==> src/rtl/zbus_pkg.sv <==
// Shared types and defaults for the ZXiznet Z80 I/O front end.
package zbus_pkg;

    localparam logic [7:0] PORT_LO_DEF  = 8'hAB;
    localparam int         REG_BITS_DEF = 4;

    typedef enum logic [2:0] {
        ST_IDLE   = 3'd0,
        ST_WRITE  = 3'd1,
        ST_RDWAIT = 3'd2,
        ST_RDDONE = 3'd3,
        ST_END    = 3'd4
    } state_t;

endpackage

==> src/rtl/zbus_iosync_if.sv <==
// Register-file side of the Z80 I/O front end: write strobe plus read req/ack handshake.
interface zbus_iosync_if
    import zbus_pkg::*;
#(
    parameter int REG_BITS = REG_BITS_DEF
) ();

    logic [REG_BITS-1:0] reg_addr;
    logic                wr_stb;
    logic [7:0]          wr_data;
    logic                rd_req;
    logic                rd_ack;
    logic [7:0]          rd_data;

    modport master (
        output reg_addr, wr_stb, wr_data, rd_req,
        input  rd_ack, rd_data
    );

    modport slave (
        input  reg_addr, wr_stb, wr_data, rd_req,
        output rd_ack, rd_data
    );

endinterface

==> src/rtl/zbus_sync2.sv <==
// Parameter-width 2-FF synchroniser; resets to all ones so idle-high strobes read inactive.
module zbus_sync2 #(
    parameter int W = 1
) (
    input  logic         clk,
    input  logic         rst_n,
    input  logic [W-1:0] d,
    output logic [W-1:0] q
);

    logic [W-1:0] meta;

    always_ff @(posedge clk or negedge rst_n) begin
        if (!rst_n) begin
            meta <= '1;
            q    <= '1;
        end else begin
            meta <= d;
            q    <= meta;
        end
    end

endmodule

==> src/rtl/zbus_iosync.sv <==
// Z80 I/O port front end: strobe sync, port decode, write strobe / read handshake, data drive.
// Optional build macro ZBUS_WAIT_EN: holds Z80 WAIT low during reads until the register file acks.
module zbus_iosync
    import zbus_pkg::*;
#(
    parameter logic [7:0] PORT_LO  = PORT_LO_DEF,
    parameter int         REG_BITS = REG_BITS_DEF
) (
    input  logic        clk,
    input  logic        rst_n,
    input  logic [15:0] za,
    input  logic [7:0]  zd_in,
    output logic [7:0]  zd_out,
    output logic        zd_oe,
    input  logic        ziorq_n,
    input  logic        zrd_n,
    input  logic        zwr_n,
    input  logic        zm1_n,
    output logic        zwait_n,
    zbus_iosync_if.master rf
);

    logic [3:0] sync_q;
    logic       s_iorq_n, s_rd_n, s_wr_n, s_m1_n;
    logic       port_hit, hit, wr_hit, rd_hit, rd_dec;
    logic       unused_za;

    state_t              state_q, state_d;
    logic [REG_BITS-1:0] reg_addr_q;
    logic [7:0]          wr_data_q;

    zbus_sync2 #(.W(4)) u_sync (
        .clk   (clk),
        .rst_n (rst_n),
        .d     ({ziorq_n, zrd_n, zwr_n, zm1_n}),
        .q     (sync_q)
    );

    assign {s_iorq_n, s_rd_n, s_wr_n, s_m1_n} = sync_q;

    // Address is sampled straight off the pins: the Z80 holds it for the whole strobe.
    assign port_hit  = (za[7:0] == PORT_LO);
    assign hit       = ~s_iorq_n & s_m1_n & (~s_rd_n | ~s_wr_n) & port_hit;
    assign wr_hit    = hit & ~s_wr_n;
    assign rd_hit    = hit & s_wr_n;
    assign unused_za = ^za;

    // Raw-pin read decode so the data bus is released the instant the strobe ends.
    assign rd_dec = rst_n & ~ziorq_n & ~zrd_n & zm1_n & port_hit;
    assign zd_oe  = rd_dec;

`ifdef ZBUS_WAIT_EN
    assign zwait_n = ~(rd_dec & ((state_q == ST_IDLE) || (state_q == ST_RDWAIT)));
`else
    assign zwait_n = 1'b1;
`endif

    always_ff @(posedge clk or negedge rst_n) begin
        if (!rst_n) state_q <= ST_IDLE;
        else        state_q <= state_d;
    end

    always_comb begin
        state_d     = state_q;
        rf.reg_addr = reg_addr_q;
        rf.wr_data  = wr_data_q;
        rf.wr_stb   = 1'b0;
        rf.rd_req   = 1'b0;
        case (state_q)
            ST_IDLE: begin
                if (wr_hit)      state_d = ST_WRITE;
                else if (rd_hit) state_d = ST_RDWAIT;
            end
            ST_WRITE: begin
                rf.wr_stb = 1'b1;
                state_d   = ST_END;
            end
            // Register side always finishes, even if the Z80 has already given up.
            ST_RDWAIT: begin
                rf.rd_req = 1'b1;
                if (rf.rd_ack) state_d = ST_RDDONE;
            end
            ST_RDDONE: state_d = ST_END;
            ST_END: begin
                if (s_iorq_n) state_d = ST_IDLE;
            end
            default: state_d = ST_IDLE;
        endcase
    end

    always_ff @(posedge clk or negedge rst_n) begin
        if (!rst_n) begin
            reg_addr_q <= '0;
            wr_data_q  <= '0;
            zd_out     <= '0;
        end else begin
            if (state_q == ST_IDLE && hit)    reg_addr_q <= za[8+REG_BITS-1:8];
            if (state_q == ST_IDLE && wr_hit) wr_data_q  <= zd_in;
            if (state_q == ST_RDWAIT && rf.rd_ack) zd_out <= rf.rd_data;
        end
    end

endmodule

==> src/flat_wrapper.sv <==
// flat-port wrapper written by rule: the top's interface ports become plain ports
module zbus_iosync_flat import zbus_pkg::*;
#(
    parameter logic [7:0] PORT_LO  = PORT_LO_DEF,
    parameter int         REG_BITS = REG_BITS_DEF
)
  (clk, rst_n, za, zd_in, zd_out, zd_oe, ziorq_n, zrd_n, zwr_n, zm1_n, zwait_n, rf_reg_addr, rf_wr_stb, rf_wr_data, rf_rd_req, rf_rd_ack, rf_rd_data);
  zbus_iosync_if #(.REG_BITS(REG_BITS)) rf_i ();
  input  logic clk;
  input  logic rst_n;
  input  logic [15:0] za;
  input  logic [7:0] zd_in;
  output logic [7:0] zd_out;
  output logic zd_oe;
  input  logic ziorq_n;
  input  logic zrd_n;
  input  logic zwr_n;
  input  logic zm1_n;
  output logic zwait_n;
  output wire logic [$bits(rf_i.reg_addr)-1:0] rf_reg_addr;
  output wire logic [$bits(rf_i.wr_stb)-1:0] rf_wr_stb;
  output wire logic [$bits(rf_i.wr_data)-1:0] rf_wr_data;
  output wire logic [$bits(rf_i.rd_req)-1:0] rf_rd_req;
  input wire logic [$bits(rf_i.rd_ack)-1:0] rf_rd_ack;
  input wire logic [$bits(rf_i.rd_data)-1:0] rf_rd_data;
  assign rf_reg_addr = rf_i.reg_addr;
  assign rf_wr_stb = rf_i.wr_stb;
  assign rf_wr_data = rf_i.wr_data;
  assign rf_rd_req = rf_i.rd_req;
  assign rf_i.rd_ack = rf_rd_ack;
  assign rf_i.rd_data = rf_rd_data;
  zbus_iosync #(.PORT_LO(PORT_LO), .REG_BITS(REG_BITS)) u_core (.clk(clk), .rst_n(rst_n), .za(za), .zd_in(zd_in), .zd_out(zd_out), .zd_oe(zd_oe), .ziorq_n(ziorq_n), .zrd_n(zrd_n), .zwr_n(zwr_n), .zm1_n(zm1_n), .zwait_n(zwait_n), .rf(rf_i));
endmodule
==> config.mk <==
export PLATFORM = sky130hd
export DESIGN_NAME = zbus_iosync_flat
export DESIGN_NICKNAME = d
export VERILOG_FILES = /design/src/rtl/zbus_pkg.sv /design/src/rtl/zbus_iosync_if.sv /design/src/rtl/zbus_sync2.sv /design/src/rtl/zbus_iosync.sv /design/src/flat_wrapper.sv
export SDC_FILE = /design/constraint.sdc
export NUM_CORES = 1
export LEC_CHECK = 0
export CORE_AREA = 3 3 61 63
export CTS_CLUSTER_SIZE = 12
export DETAILED_ROUTE_END_ITERATION = 8
export DIE_AREA = 0 0 64 66
export PLACE_DENSITY_LB_ADDON = 0.05
export SYNTH_ARGS = -nofsm -noshare
export SYNTH_HDL_FRONTEND = slang
export SYNTH_SLANG_ARGS = --single-unit
==> constraint.sdc <==
create_clock -name clk -period 2.4 [get_ports clk]
set_clock_uncertainty 0.15 [all_clocks]
set_input_delay 0.24 -clock clk [delete_from_list [all_inputs] [get_ports clk]]
set_output_delay 0.24 -clock clk [all_outputs]
set_load 0.02 [all_outputs]
# Word-level counts from Yosys, hierarchy flattened
# Index checks and enable logic that the tools add are counted.
[word_totals]
ff_bits = 31
inputBits = 39
output_inout_bits = 24
[op_classes]
eq_ne = 8
mux = 7
bitwise = 15
reduce_logical = 6
[ops]
columns = ["operator", "count"]
rows = [
  ["3-bit 2-to-1 mux", 4],
  ["3-bit one-hot mux with 4 select lines", 1],
  ["1-bit AND", 9],
  ["8-bit equality test (second input constant)", 1],
  ["3-bit by 2-bit equality test with 1-bit output (second input constant)", 2],
  ["1-bit NOT", 5],
  ["2-bit != test (second input constant)", 2],
  ["3-bit by 1-bit equality test with 1-bit output (second input constant)", 1],
  ["3-bit equality test (second input constant)", 1],
  ["1-bit logical AND", 3],
  ["3-bit zero test", 1],
  ["3-bit by 1-bit != test with 1-bit output (second input constant)", 1],
  ["3-bit AND reduction", 1],
  ["1-bit 2-to-1 mux", 2],
  ["2-bit OR reduction", 1],
  ["1-bit OR", 1],
]

# Longest topological paths before layout
[logic_depth]
word_depth = 8
ltp_mapped = 4

# By module
# From an unflattened synthesis, not the netlist that was laid out.
[hier_totals]
hier_cells = 77
area_unflattened_um2 = 1237.4
[by_module_without_submodules]
columns = ["mod", "n_inst", "cells_each", "area_each_um2", "seq_area_each_um2"]
rows = [
  ["zbus_iosync", 1, 69, 1027.2, 575.6],
  ["zbus_sync2", 1, 8, 210.2, 210.2],
]

# Worst setup path before layout
# OpenSTA, ideal clock, no wires.
[synth_path]
kind = "register -> register"
startpoint = "register u_core.state_q[1]"
endpoint = "register u_core.wr_data_q[0] (netlist: u_core.rf.wr_data[0])"
arrival_ns = 1.657
required_time_ns = 2.125
path_slack_ns = 0.468
stages_incl_launch_ff = 4
n_path_buf = 0
synth_period_minus_slack_ns = 1.932
path_cell_list = "dfrtp_1 -> or4_4 -> nor4_4 -> mux2_2"
[synth_via]
elab_chain_len = 2
[synth_rtl]
columns = ["element", "line", "rtl"]
rows = [
  ["start: declaration", "zbus_iosync.sv:28", "state_t state_q, state_d;"],
  ["start signal: assignment", "zbus_iosync.sv:60", "else state_q <= state_d;"],
  ["3-bit zero test", "zbus_iosync.sv:98", "if (state_q == ST_IDLE && wr_hit) wr_data_q <= zd_in;"],
  ["1-bit logical AND", "zbus_iosync.sv:98", ""],
  ["end signal: assignment", "zbus_iosync.sv:98", ""],
  ["end: declaration", "zbus_iosync.sv:30", "logic [7:0] wr_data_q;"],
]
# Every way passes these cells.
# A chain may end at the register's enable or synchronous reset.

# Worst setup path after layout
[layout_path]
startpoint = "input port za[6]"
endpoint = "output port zd_oe"
[layout_via]
elab_chain_len = 2
[layout_rtl]
columns = ["element", "line", "rtl"]
rows = [
  ["start: declaration", "flat_wrapper.sv:11", "input logic [15:0] za;"],
  ["8-bit equality test", "zbus_iosync.sv:42", "assign port_hit = (za[7:0] == PORT_LO);"],
  ["1-bit AND", "zbus_iosync.sv:49", "assign rd_dec = rst_n & ~ziorq_n & ~zrd_n & zm1_n & port_hit;"],
  ["end: declaration", "flat_wrapper.sv:14", "output logic zd_oe;"],
]
# Every way passes these cells.

==> out/metrics.cfg <==
[timing]
finalSetupTns_ns = 0
holdWs_ns = 0.194
finalCritPeriodShare_pct = 92.4
slew_viol_final = 0
timing.final.ws_setup_ns = 0.183
rsz0062_at_grt = false
setup_viol = 0
fin_crit_ns = 2.22
hold_viol_final = 0
max_freq_mhz = 451

[clocking]
root_buffer = clkbuf_4
cts_tree = yes
cts_buffers = 5
clk_pin_slew_worst_paths_ns = 0.09
numClockSinks = 31
post_cts_buffers = 0
cts_htree_levels = 2
ctsResizeCount = 0
clockBufferDepth = 2
worstSkewPairLatency_ns = 0.31
cts-hold-fix-buffers = 0

[worst_setup_path]
worstPathMaxFanout = 3
cp-start-kind = input port
r2r_end = u_core.rf.wr_data[0]$_DFFE_PN0P_
critPathCaptureType = output port
ff2ff_setup_slack_ns = 0.45
r2r_cells = 4
reg2reg_from = u_core.state_q[1]$_DFFE_PN0P_
critPathKind = in2out
crit_arrival_ns = 1.83
worstPathRequired_ns = 2.01

[detailed_routing]
drt-initial-drc-count = 15
routed-via-count = 844
first_pass_iters = 2
via_per_inst = 4.47
wl_per_cell_um = 12.9
drc_errors = 0
wirelength_mm = 2.43
ant_nets = 0

[hold_path]
hold_end = u_core.u_sync.meta[1]$_DFF_PN1_
holdPathStages = 1
hp-class = in2reg
hold_path.startpoint = zwr_n

[die]
die_h_um = 66
die-area_um2 = 4220
start_util_pct = 36.5
core_um2 = 3280
io-pin-count = 63
die_w_um = 64
fp-row-count = 21

[power_and_ir_drop]
peakVddDrop_uv = 381
powerDensity_nw_per_um2 = 546
p_total_uw = 1050
leakagePower_uw = 0.000851

[logic_synthesis]
synth_top_family_by_area = multiplexers
synth_compound_area_share_pct = 1.36
ys_warn_count = 0
synth_async_sr_flop_share_pct = 100
syn_avg_cell_area_um2 = 16.0
yosysSeqAreaShare_pct = 65.5
synthCells = 75
synth_cell_types = 23
ys_ff_latch = 31
yosysTopAreaCell = dfrtp_1
synth_common_cells = 23 x dfrtp_1, 20 x mux2_2, 8 x dfstp_2
synthTopCellsByArea = dfrtp_1 48%, mux2_2 19%, dfstp_2 18%
synth.top_cell.area_share_pct = 48.0
yosys.area_share.xor_xnor_pct = 0
synth_area_um2 = 1200
synth-edff-count = 0
synth_adder_area_share_pct = 0
yosys.area_share.simple_pct = 13.1
synth_nets = 114
synthMuxAreaShare_pct = 18.8
synthMostInstantiatedCell = dfrtp_1
ys.flop_type = dfrtp_1

[placed_design]
dp_slack_ns = 0.184
dp_hpwl_mm = 1.88
gp_congestion = 0.753
place_area_um2 = 1850
portBuffers = 57

[run]
cap_violations = 0

[global_route]
track_usage_pct = 13.1
grt_pass1_wl_mm = 4.18
antenna_found_initial = 0
overflow = 0
grt_max_degree = 32
grt_pass1_vias = 928

[final_layout]
diodes = 0
drive_above_1_share_pct = 33.6
fin_nets = 181
syn_to_final_growth_pct = 60.3
finish.instance_area_um2 = 1920

[run_status]
status = finished, final reports clean

## sequential cells by signal (all words and copies together) (netlist names)
signal,cells
u_core.rf.wr_data,8
u_core.zd_out,8
u_core.rf.reg_addr,4
u_core.u_sync.meta,4
u_core.u_sync.q,4
u_core.state_q,3
## where the power goes
part           internal (µW)  switching [µW]
Sequential               551            11.5
Combinational           96.1            55.6
Clock                    172             164
## cell families (layout without fill, tap and decap cells)
kind of cell	count (synthesis)	count (layout)
muxes	20	20
AOI/OAI and AO/OA	2	2
and+or+nand+nor	19	19
other	1	1
DFF	31	31
buffers and inverters	2	70
## cell type report
cell class                 instances  area, µm²
tap                               46       57.6
clock buffer                       8       68.8
timing repair buffer              62        608
multi-input combinational         42        403
fill                             292       1360
sequential                        31        786
## layout by cell type (no fill, tap or decap), types with 2 or more instances in the layout
cell type and n:
clkbuf_4 5, dfrtp_1 23, nand4bb_1 2, clkdlybuf4s50_1 57, nand2b_1 3, dfstp_2 8, buf_4 5, nor2_1 2
clkbuf_8 2, mux2_2 20
## critical path, stage by stage
cell and delay, ns:
clkdlybuf4s50_1 0.40, nand4bb_1 0.31, nor3_1 0.24, clkdlybuf4s50_1 0.64
## metrics by stage
stage          util, %  instances
2_1_floorplan        -         75
4_1_cts           58.6        189
3_5_place_dp      56.5        181
3_3_place_gp      56.5        181
6_report          58.6        189
5_1_grt           58.6        189
## how the worst max path moves through the flow
stage | start | to | slack [ns] | depth (start not counted)
6_report | za[6] | zd_oe | 0.18 | 4
5_1_grt | za[6] | zd_oe | 0.06 | 4
4_1_cts | za[6] | zd_oe | 0.18 | 4
3_5_place_dp | za[6] | zd_oe | 0.18 | 4
3_3_place_gp | za[6] | zd_oe | 0.18 | 4
2_1_floorplan | u_core.state_q[1]$_DFFE_PN0P_ | u_core.rf.wr_data[0]$_DFFE_PN0P_ | 0.47 | 3
## per-layer routing
metal | global-route usage [%] | part of all wire [%] | vias to the layer above
met4 | 6.47 | 1.2 | 0
met1 | 14.3 | 40 | 403
met2 | 22.2 | 50 | 35
met3 | 5.10 | 8.9 | 4
met5 | 0 | 0 | -
li1 | - | - | 402
(Power assumes the default switching activity.)
